`config.mk`:
```
export PLATFORM = sky130hd
export DESIGN_NAME = uart_tx_arbiter_flat
export DESIGN_NICKNAME = d
export VERILOG_FILES = /design/src/rtl/uart_tx_arbiter_if.sv /design/src/rtl/uart_tx_arbiter.sv /design/src/flat_wrapper.sv
export SDC_FILE = /design/constraint.sdc
export NUM_CORES = 1
export LEC_CHECK = 0
export CELL_PAD_IN_SITES_DETAIL_PLACEMENT = 0
export CELL_PAD_IN_SITES_GLOBAL_PLACEMENT = 1
export CORE_UTILIZATION = 34
export CTS_CLUSTER_DIAMETER = 200
export DETAILED_ROUTE_END_ITERATION = 12
export PLACE_DENSITY = 0.86
export SLEW_MARGIN = 10
export SYNTH_ARGS = -nofsm -noshare
export SYNTH_HDL_FRONTEND = slang
export SYNTH_SLANG_ARGS = --single-unit
```
`constraint.sdc`:
```
create_clock -name clk -period 5.3 [get_ports clk]
set_input_delay 0.53 -clock clk [delete_from_list [all_inputs] [get_ports clk]]
set_output_delay 0.53 -clock clk [all_outputs]
set_load 0.005 [all_outputs]
```
`src/rtl/uart_tx_arbiter_if.sv`:
```
`timescale 1ns/1ps
`default_nettype none
// ============================================================================
// Module      : uart_tx_arbiter_if
// Description : Bundle of requester and TX-core signals around the UART TX
//               arbiter.
//               slave  - the arbiter's view: it samples the requesters and
//                        tx_busy, and drives grants and the TX launch.
//               master - the environment's view: the requesters and the TX
//                        core together.
// Signals     : req_valid      [NUM_REQ]    byte pending per requester (level)
//               req_data       [8*NUM_REQ]  byte i at [8*i+7:8*i]
//               req_parity     [2*NUM_REQ]  0 none, 1 odd, 2 even, 3 none
//               req_ready      [NUM_REQ]    one-cycle accept pulse
//               tx_start                    one-cycle launch pulse
//               tx_data        [8]          byte held for the whole frame
//               tx_parity_type [2]          parity held for the whole frame
//               tx_busy                     TX core is sending a frame
//               grant_id       [IDW]        last/current granted requester
//               arb_busy                    arbiter is not idle
//               timeout_err                 one-cycle pulse, tx_busy never rose
// Revision    : 1.0  initial release
// ============================================================================
interface uart_tx_arbiter_if #(
   parameter int NUM_REQ = 4
);
   localparam int C_IDW = (NUM_REQ > 1) ? $clog2(NUM_REQ) : 1;

   logic [NUM_REQ-1:0]   req_valid;
   logic [8*NUM_REQ-1:0] req_data;
   logic [2*NUM_REQ-1:0] req_parity;
   logic [NUM_REQ-1:0]   req_ready;
   logic                 tx_start;
   logic [7:0]           tx_data;
   logic [1:0]           tx_parity_type;
   logic                 tx_busy;
   logic [C_IDW-1:0]     grant_id;
   logic                 arb_busy;
   logic                 timeout_err;

   // Environment side: requesters plus the TX core.
   modport master (
      output req_valid, req_data, req_parity, tx_busy,
      input  req_ready, tx_start, tx_data, tx_parity_type,
             grant_id, arb_busy, timeout_err
   );

   // Arbiter side.
   modport slave (
      input  req_valid, req_data, req_parity, tx_busy,
      output req_ready, tx_start, tx_data, tx_parity_type,
             grant_id, arb_busy, timeout_err
   );
endinterface

`default_nettype wire

```
`src/rtl/uart_tx_arbiter.sv`:
```
`timescale 1ns/1ps
`default_nettype none
// ============================================================================
// Module      : uart_tx_arbiter
// Description : Shares one parity-capable UART transmitter among NUM_REQ byte
//               requesters with round-robin arbitration. Each grant latches
//               one byte plus its parity mode, launches a TX frame, waits for
//               the TX core to raise and then drop tx_busy, and optionally
//               idles GAP_CLKS clocks before the next grant.
// Parameters  : NUM_REQ      number of requesters (>= 2)
//               GAP_CLKS     idle clocks after each frame (0 = none)
//               ACK_TIMEOUT  clocks allowed for tx_busy to rise (>= 1)
// Ports       : clk   system clock
//               rst   synchronous active-high reset
//               bus   uart_tx_arbiter_if.slave
//                       in : req_valid, req_data, req_parity, tx_busy
//                       out: req_ready, tx_start, tx_data, tx_parity_type,
//                            grant_id, arb_busy, timeout_err
//               Every output is registered.
// Revision    : 1.0  initial release
// ============================================================================
module uart_tx_arbiter #(
   parameter int NUM_REQ     = 4,
   parameter int GAP_CLKS    = 0,
   parameter int ACK_TIMEOUT = 16
) (
   input  logic             clk,
   input  logic             rst,
   uart_tx_arbiter_if.slave bus
);

   // ------------------------------------------------------------------------
   // Constants
   // ------------------------------------------------------------------------
   localparam int C_IDW     = (NUM_REQ > 1) ? $clog2(NUM_REQ) : 1;
   localparam int C_CNT_MAX = (ACK_TIMEOUT > GAP_CLKS) ? ACK_TIMEOUT : GAP_CLKS;
   localparam int C_CW      = (C_CNT_MAX > 1) ? $clog2(C_CNT_MAX + 1) : 1;

   localparam logic [C_IDW:0]     C_ONE_W  = (C_IDW+1)'(1);
   localparam logic [C_IDW:0]     C_NREQ_W = (C_IDW+1)'(NUM_REQ);
   localparam logic [C_IDW-1:0]   C_PTR_RST = C_IDW'(NUM_REQ - 1);
   localparam logic [NUM_REQ-1:0] C_ONEHOT0 = NUM_REQ'(1);
   localparam logic [C_CW-1:0]    C_CNT_ONE = C_CW'(1);
   localparam logic [C_CW-1:0]    C_ACK_LAST = C_CW'(ACK_TIMEOUT - 1);
   localparam logic [C_CW-1:0]    C_GAP_LAST = (GAP_CLKS > 0) ? C_CW'(GAP_CLKS - 1) : '0;

   typedef enum logic [2:0] {
      S_IDLE      = 3'd0,
      S_LAUNCH    = 3'd1,
      S_WAIT_ACK  = 3'd2,
      S_WAIT_DONE = 3'd3,
      S_GAP       = 3'd4
   } state_t;

   // ------------------------------------------------------------------------
   // Registers
   // ------------------------------------------------------------------------
   state_t             r_state;
   logic [C_IDW-1:0]   r_ptr;
   logic [C_CW-1:0]    r_cnt;
   logic [NUM_REQ-1:0] r_req_ready;
   logic               r_tx_start;
   logic [7:0]         r_tx_data;
   logic [1:0]         r_tx_par;
   logic [C_IDW-1:0]   r_grant_id;
   logic               r_arb_busy;
   logic               r_timeout_err;

   // ------------------------------------------------------------------------
   // Next-state values
   // ------------------------------------------------------------------------
   state_t             w_state_nx;
   state_t             w_post_state;
   logic [C_IDW-1:0]   w_ptr_nx;
   logic [C_CW-1:0]    w_cnt_nx;
   logic [NUM_REQ-1:0] w_req_ready_nx;
   logic               w_tx_start_nx;
   logic [7:0]         w_tx_data_nx;
   logic [1:0]         w_tx_par_nx;
   logic [C_IDW-1:0]   w_grant_id_nx;
   logic               w_timeout_err_nx;

   // ------------------------------------------------------------------------
   // Round-robin winner selection
   //
   // The request vector is rotated so that bit 0 is requester ptr+1; the
   // lowest set bit of the rotated vector is then the offset of the winner
   // from ptr+1. Rotation uses a double-width copy shifted right, so the
   // shift amount ptr+1 may equal NUM_REQ (pointer wrap to requester 0).
   // ------------------------------------------------------------------------
   logic [2*NUM_REQ-1:0] w_dbl_valid;
   logic [2*NUM_REQ-1:0] w_rot_full;
   logic [NUM_REQ-1:0]   w_rot;
   logic [C_IDW:0]       w_shift;
   logic [C_IDW:0]       w_sum;
   logic [C_IDW:0]       w_wrap;
   logic [C_IDW-1:0]     w_off;
   logic [C_IDW-1:0]     w_win;
   logic                 w_any;
   logic [7:0]           w_sel_data;
   logic [1:0]           w_sel_par_raw;
   logic [1:0]           w_sel_par;

   always_comb begin
      w_dbl_valid = {bus.req_valid, bus.req_valid};
      w_shift     = {1'b0, r_ptr} + C_ONE_W;
      w_rot_full  = w_dbl_valid >> w_shift;
      w_rot       = w_rot_full[NUM_REQ-1:0];
      w_any       = |w_rot;

      // Descending scan: the lowest set bit is the last one written.
      w_off = '0;
      for (int i = NUM_REQ - 1; i >= 0; i--) begin
         if (w_rot[i]) begin
            w_off = C_IDW'(i);
         end
      end

      // Winner = (ptr + 1 + offset) mod NUM_REQ; the sum stays below
      // 2*NUM_REQ so one conditional subtract is enough.
      w_sum  = {1'b0, r_ptr} + C_ONE_W + {1'b0, w_off};
      w_wrap = (w_sum >= C_NREQ_W) ? (w_sum - C_NREQ_W) : w_sum;
      w_win  = w_wrap[C_IDW-1:0];

      w_sel_data    = '0;
      w_sel_par_raw = '0;
      for (int i = 0; i < NUM_REQ; i++) begin
         if (w_win == C_IDW'(i)) begin
            w_sel_data    = bus.req_data[8*i +: 8];
            w_sel_par_raw = bus.req_parity[2*i +: 2];
         end
      end

      // Parity code 3 also means "none"; the TX core only ever sees 0/1/2.
      w_sel_par = (w_sel_par_raw == 2'd3) ? 2'd0 : w_sel_par_raw;
   end

   // ------------------------------------------------------------------------
   // FSM next-state and output logic
   // ------------------------------------------------------------------------
   always_comb begin
      w_state_nx       = r_state;
      w_ptr_nx         = r_ptr;
      w_cnt_nx         = r_cnt;
      w_req_ready_nx   = '0;
      w_tx_start_nx    = 1'b0;
      w_tx_data_nx     = r_tx_data;
      w_tx_par_nx      = r_tx_par;
      w_grant_id_nx    = r_grant_id;
      w_timeout_err_nx = 1'b0;

      // With no gap configured a finished frame returns straight to IDLE.
      w_post_state = (GAP_CLKS == 0) ? S_IDLE : S_GAP;

      case (r_state)
         S_IDLE: begin
            // Requester inputs are only looked at here; data and parity are
            // captured in the same cycle as the grant.
            if (w_any) begin
               w_req_ready_nx = C_ONEHOT0 << w_win;
               w_tx_data_nx   = w_sel_data;
               w_tx_par_nx    = w_sel_par;
               w_grant_id_nx  = w_win;
               w_ptr_nx       = w_win;
               w_state_nx     = S_LAUNCH;
            end
         end

         S_LAUNCH: begin
            // Registered launch: the pulse is seen by the TX core during the
            // first WAIT_ACK cycle, one clock after req_ready.
            w_tx_start_nx = 1'b1;
            w_cnt_nx      = '0;
            w_state_nx    = S_WAIT_ACK;
         end

         S_WAIT_ACK: begin
            if (bus.tx_busy) begin
               w_state_nx = S_WAIT_DONE;
            end else if (r_cnt == C_ACK_LAST) begin
               w_timeout_err_nx = 1'b1;
               w_cnt_nx         = '0;
               w_state_nx       = w_post_state;
            end else begin
               w_cnt_nx = r_cnt + C_CNT_ONE;
            end
         end

         S_WAIT_DONE: begin
            if (!bus.tx_busy) begin
               w_cnt_nx   = '0;
               w_state_nx = w_post_state;
            end
         end

         S_GAP: begin
            if ((GAP_CLKS <= 1) || (r_cnt == C_GAP_LAST)) begin
               w_cnt_nx   = '0;
               w_state_nx = S_IDLE;
            end else begin
               w_cnt_nx = r_cnt + C_CNT_ONE;
            end
         end

         default: begin
            w_cnt_nx   = '0;
            w_state_nx = S_IDLE;
         end
      endcase
   end

   // ------------------------------------------------------------------------
   // State and output registers
   // ------------------------------------------------------------------------
   always_ff @(posedge clk) begin
      if (rst) begin
         // Abandons any frame in flight; the TX core is not told.
         r_state       <= S_IDLE;
         r_ptr         <= C_PTR_RST;   // requester 0 searched first
         r_cnt         <= '0;
         r_req_ready   <= '0;
         r_tx_start    <= 1'b0;
         r_tx_data     <= '0;
         r_tx_par      <= '0;
         r_grant_id    <= '0;
         r_arb_busy    <= 1'b0;
         r_timeout_err <= 1'b0;
      end else begin
         r_state       <= w_state_nx;
         r_ptr         <= w_ptr_nx;
         r_cnt         <= w_cnt_nx;
         r_req_ready   <= w_req_ready_nx;
         r_tx_start    <= w_tx_start_nx;
         r_tx_data     <= w_tx_data_nx;
         r_tx_par      <= w_tx_par_nx;
         r_grant_id    <= w_grant_id_nx;
         // Registered from the next state so it tracks r_state exactly.
         r_arb_busy    <= (w_state_nx != S_IDLE);
         r_timeout_err <= w_timeout_err_nx;
      end
   end

   // ------------------------------------------------------------------------
   // Output drive
   // ------------------------------------------------------------------------
   assign bus.req_ready      = r_req_ready;
   assign bus.tx_start       = r_tx_start;
   assign bus.tx_data        = r_tx_data;
   assign bus.tx_parity_type = r_tx_par;
   assign bus.grant_id       = r_grant_id;
   assign bus.arb_busy       = r_arb_busy;
   assign bus.timeout_err    = r_timeout_err;

endmodule

`default_nettype wire

```
`src/flat_wrapper.sv`:
```
// flat-port wrapper written by rule: the top's interface ports become plain ports
module uart_tx_arbiter_flat 
#(
   parameter int NUM_REQ     = 4,
   parameter int GAP_CLKS    = 0,
   parameter int ACK_TIMEOUT = 16
)
  (clk, rst, bus_req_valid, bus_req_data, bus_req_parity, bus_tx_busy, bus_req_ready, bus_tx_start, bus_tx_data, bus_tx_parity_type, bus_grant_id, bus_arb_busy, bus_timeout_err);
  uart_tx_arbiter_if #(.NUM_REQ(NUM_REQ)) bus_i ();
  input  logic clk;
  input  logic rst;
  input wire logic [$bits(bus_i.req_valid)-1:0] bus_req_valid;
  input wire logic [$bits(bus_i.req_data)-1:0] bus_req_data;
  input wire logic [$bits(bus_i.req_parity)-1:0] bus_req_parity;
  input wire logic [$bits(bus_i.tx_busy)-1:0] bus_tx_busy;
  output wire logic [$bits(bus_i.req_ready)-1:0] bus_req_ready;
  output wire logic [$bits(bus_i.tx_start)-1:0] bus_tx_start;
  output wire logic [$bits(bus_i.tx_data)-1:0] bus_tx_data;
  output wire logic [$bits(bus_i.tx_parity_type)-1:0] bus_tx_parity_type;
  output wire logic [$bits(bus_i.grant_id)-1:0] bus_grant_id;
  output wire logic [$bits(bus_i.arb_busy)-1:0] bus_arb_busy;
  output wire logic [$bits(bus_i.timeout_err)-1:0] bus_timeout_err;
  assign bus_i.req_valid = bus_req_valid;
  assign bus_i.req_data = bus_req_data;
  assign bus_i.req_parity = bus_req_parity;
  assign bus_i.tx_busy = bus_tx_busy;
  assign bus_req_ready = bus_i.req_ready;
  assign bus_tx_start = bus_i.tx_start;
  assign bus_tx_data = bus_i.tx_data;
  assign bus_tx_parity_type = bus_i.tx_parity_type;
  assign bus_grant_id = bus_i.grant_id;
  assign bus_arb_busy = bus_i.arb_busy;
  assign bus_timeout_err = bus_i.timeout_err;
  uart_tx_arbiter #(.NUM_REQ(NUM_REQ), .GAP_CLKS(GAP_CLKS), .ACK_TIMEOUT(ACK_TIMEOUT)) u_core (.clk(clk), .rst(rst), .bus(bus_i));
endmodule
```
==> flow_metrics.py <==
metrics = {
    "finish": {
        "n_fill_cell": 495,
        "mostFrequentLayoutCells": "clkdlybuf4s50_1 (65), dfxtp_1 (29), nor2_1 (26), nand2_1 (26), a21oi_1 (16)",
        "drive_above_1_share_pct": 8.87,
        "num_antenna_cells": 0,
        "final_common_cell": "clkdlybuf4s50_1",
        "fin_nets": 343,
        "fin_area_um2": 2600,
        "area_growth_pct": 40.3,
    },
    "global_route": {
        "grt_max_degree": 21,
        "grt_pass1_vias": 1778,
        "grt_usage_pct": 18.5,
        "grt_first_pass_wirelength_um": 7960,
        "grt-ovfl-total": 0,
        "antenna_found_initial": 0,
    },
    "routing": {
        "drtPass1Iterations": 5,
        "vias": 1936,
        "drt_iter0_drc": 91,
        "ant_nets": 0,
        "vias_per_cell": 5.33,
        "routed_wl_um": 5060,
        "routedWlPerCell_um": 13.9,
        "drc_errors": 0,
    },
    "run": {
        "drv_cap": 0,
    },
    "clock_network": {
        "postCtsSetupBuffers": 0,
        "cts_tree": "done",
        "cts_buffers": 5,
        "ctsResizeCount": 0,
        "cts.htree.levels": 2,
        "clockRootBuffer": "clkbuf_8",
        "cts.sinks": 29,
        "clk_path_buf_depth": 2,
        "insertion_delay_ps": 280,
        "clk_pin_slew_ps": 60,
        "holdBufCountCts": 0,
    },
    "place": {
        "dpl_cell_area_um2": 2510,
        "port_buffers": 65,
        "dp_hpwl_um": 3880,
        "routabilityCongestion": 0.863,
        "post-place-ws_ps": 1380,
    },
    "run_status": {
        "status": "finished, final reports clean",
    },
    "worst_setup_path": {
        "crit_path_frequent_cell": "a21oi_1",
        "timing.rr.end": "u_core.bus.tx_parity_type[0]$_SDFFE_PP0P_",
        "r2r_slack_ps": 1850,
        "crit_fanout": 12,
        "slowest_stage": "clkdlybuf4s50_1",
        "worstRegToRegCells": 12,
        "start_kind": "input pin",
        "slowest_delay_ps": 670,
        "arrival_ps": 3840,
        "worst_ep_required_time_ps": 5500,
        "r2r-start": "u_core.r_ptr[0]$_SDFFE_PP1P_",
        "crit_path_end_kind": "register",
        "crit_chain": "clkdlybuf4s50_1 > nor3b_1 > a21oi_1 > a21oi_1 > a211oi_1 > ha_1 > inv_1 > a221oi_1 > a221oi_1 > o32a_2 > or3_1 > a21oi_1",
        "worst-setup-path-type": "input pin to register",
    },
    "power_and_ir_drop": {
        "internal-power_uw": 503,
        "total_power_uw": 777,
        "swShare_pct": 35.3,
        "clockPowerShare_pct": 23.2,
        "pwr_density_cell_nw_per_um2": 299,
        "comb_power_share_pct": 43.8,
        "pwr-share-seq_pct": 33.0,
        "leakage_nw": 0.932,
        "p_sw_uw": 274,
        "peakVddDrop_mv": 0.135,
    },
    "floorplan": {
        "core-area_um2": 5170,
        "num_rows": 26,
        "design.die.area_um2": 5750,
        "start_util_pct": 35.8,
        "die_x_um": 75.8,
        "pin_count": 66,
        "die_h_um": 75.8,
    },
    "yosys": {
        "synth_seq_cells": 29,
        "synth.distinct_cells": 57,
        "postSynthCellCount": 233,
        "yosysWarnings": 0,
        "syn_avg_cell_area_um2": 7.95,
        "synth-seq-area-share_pct": 31.4,
        "synth_edf_count": 0,
        "synthArstFlopShare_pct": 0,
        "yosys_most_used_dff": "dfxtp_1",
        "syn-cell-area_um2": 1850,
        "synth_fp_nets": 283,
    },
    "min_path": {
        "hold_path_end": "u_core.bus.timeout_err$_SDFF_PP0_",
        "hold_path_depth": 1,
        "min_from": "u_core.r_cnt[4]$_SDFFE_PP0P_",
        "hp-class": "register to register",
    },
    "timing": {
        "setup_viol": 0,
        "setup_tns_ps": 0,
        "clock_skew_ps": 4.88,
        "hold_violations": 0,
        "fmax_ghz": 0.275,
        "slew_violations": 0,
        "finalWorstSetupSlack_ps": 1660,
        "post-route-min-period_ps": 3640,
        "slew_headroom_pct": 56.4,
        "finalCritPeriodShare_pct": 68.6,
        "timing_worst_slew_pin_value_ps": 654,
        "rsz0062_at_grt": "no",
    },
}
cell type report:
class / count / area (um2) / share of cell area (%)
clock buffers: 7 / 86.3 / 3.32
repair buffers: 66 / 658 / 25.3
flip-flops and latches: 29 / 581 / 22.3
well taps: 70 / 87.6 / 3.37
inverters: 7 / 26.3 / 1.01
multi-input cells: 184 / 1160 / 44.6
worst max-delay path: cells and delay by family:
| kind | cells | cell delay (ps) |
|---|---|---|
| AO/OA/AOI/OAI | 7 | 1290 |
| buffers and inverters | 2 | 900 |
| adder cells (fa/ha/maj) | 1 | 570 |
| AND/OR/NAND/NOR | 2 | 550 |
cell usage after synthesis, drive strengths merged (2+ instances only):
cell type  number  area share, %
a211oi          4            2.3
a21o            2           0.88
a21oi          16            4.3
a221oi          5            3.0
a22o            2           0.95
a311oi          6            2.8
a32o            6            3.2
buf             7            3.4
clkbuf          5            1.0
dfxtp          29             31
ha              3            2.0
inv             7            1.4
nand2          26            5.3
nand2b          5            1.7
nand3           5            1.4
nor2           27            5.6
nor2b           3            1.0
nor3            9            2.4
nor3b           2           0.81
nor4            4            1.4
o211ai          8            3.5
o21ai          14            4.6
o22ai           3            1.0
or2             5            1.8
or3            10            3.6
power by group through the flow:
stage                     combinational, mW  clock, mW  sequential, mW
after floorplan                       0.226          0           0.255
after global placement                0.338          0           0.260
after detailed placement              0.339          0           0.260
after CTS                             0.340      0.182           0.256
after global routing                  0.374      0.191           0.259
final                                 0.341      0.180           0.256
cells by family after synthesis:
group	Yosys count	synth area share (%)
other	1	0.203
and+or+nand+nor	100	26.6
muxes	1	0.541
buffers and inverters	20	6.35
xor gates and xnor gates	1	0.473
DFF	29	31.4
AOI/OAI and AO/OA	78	32.5
adders and majority gates	3	2.03
how the worst max path moves through the flow:
stage	slack [ps]	startpoint	to
2_1_floorplan	2430	bus_req_valid[1]	u_core.bus.tx_parity_type[0]$_SDFFE_PP0P_
3_3_place_gp	1440	bus_req_valid[1]	u_core.bus.tx_parity_type[0]$_SDFFE_PP0P_
3_5_place_dp	1380	bus_req_valid[1]	u_core.bus.tx_parity_type[0]$_SDFFE_PP0P_
4_1_cts	1670	bus_req_valid[1]	u_core.bus.tx_parity_type[0]$_SDFFE_PP0P_
5_1_grt	1400	bus_req_valid[1]	u_core.bus.tx_parity_type[0]$_SDFFE_PP0P_
6_report	1660	bus_req_valid[1]	u_core.bus.tx_parity_type[0]$_SDFFE_PP0P_
registers in the layout, indices dropped and copies added, names as in the netlist:
register                   count
u_core.bus.tx_parity_type      2
u_core.r_cnt                   5
u_core.bus.grant_id            2
u_core.bus.req_ready           4
u_core.bus.arb_busy            1
u_core.bus.tx_start            1
u_core.r_state                 3
u_core.bus.timeout_err         1
u_core.bus.tx_data             8
u_core.r_ptr                   2
metal layers:
metal / share of wire [%] / vias to the layer above / GRT usage [%] / wire [um]
li1: - / 991 / - / -
met1: 45 / 848 / 22.7 / 2270
met5: 0 / - / 0 / 0
met4: 1.1 / 0 / 5.76 / 54
met2: 45 / 89 / 30.3 / 2270
met3: 9.2 / 8 / 6.48 / 463
stage by stage:
| step | hold WS (ps) | util [%] | instances |
|---|---|---|---|
| CTS | 455 | 50.2 | 363 |
| global route | 481 | 50.2 | 363 |
| finish | 456 | 50.2 | 363 |
| detailed placement | 446 | 48.6 | 356 |
| global placement | 432 | 48.6 | 356 |
| floorplan | 413 | - | 233 |
Note: power is estimated with default switching activity, not from simulation.
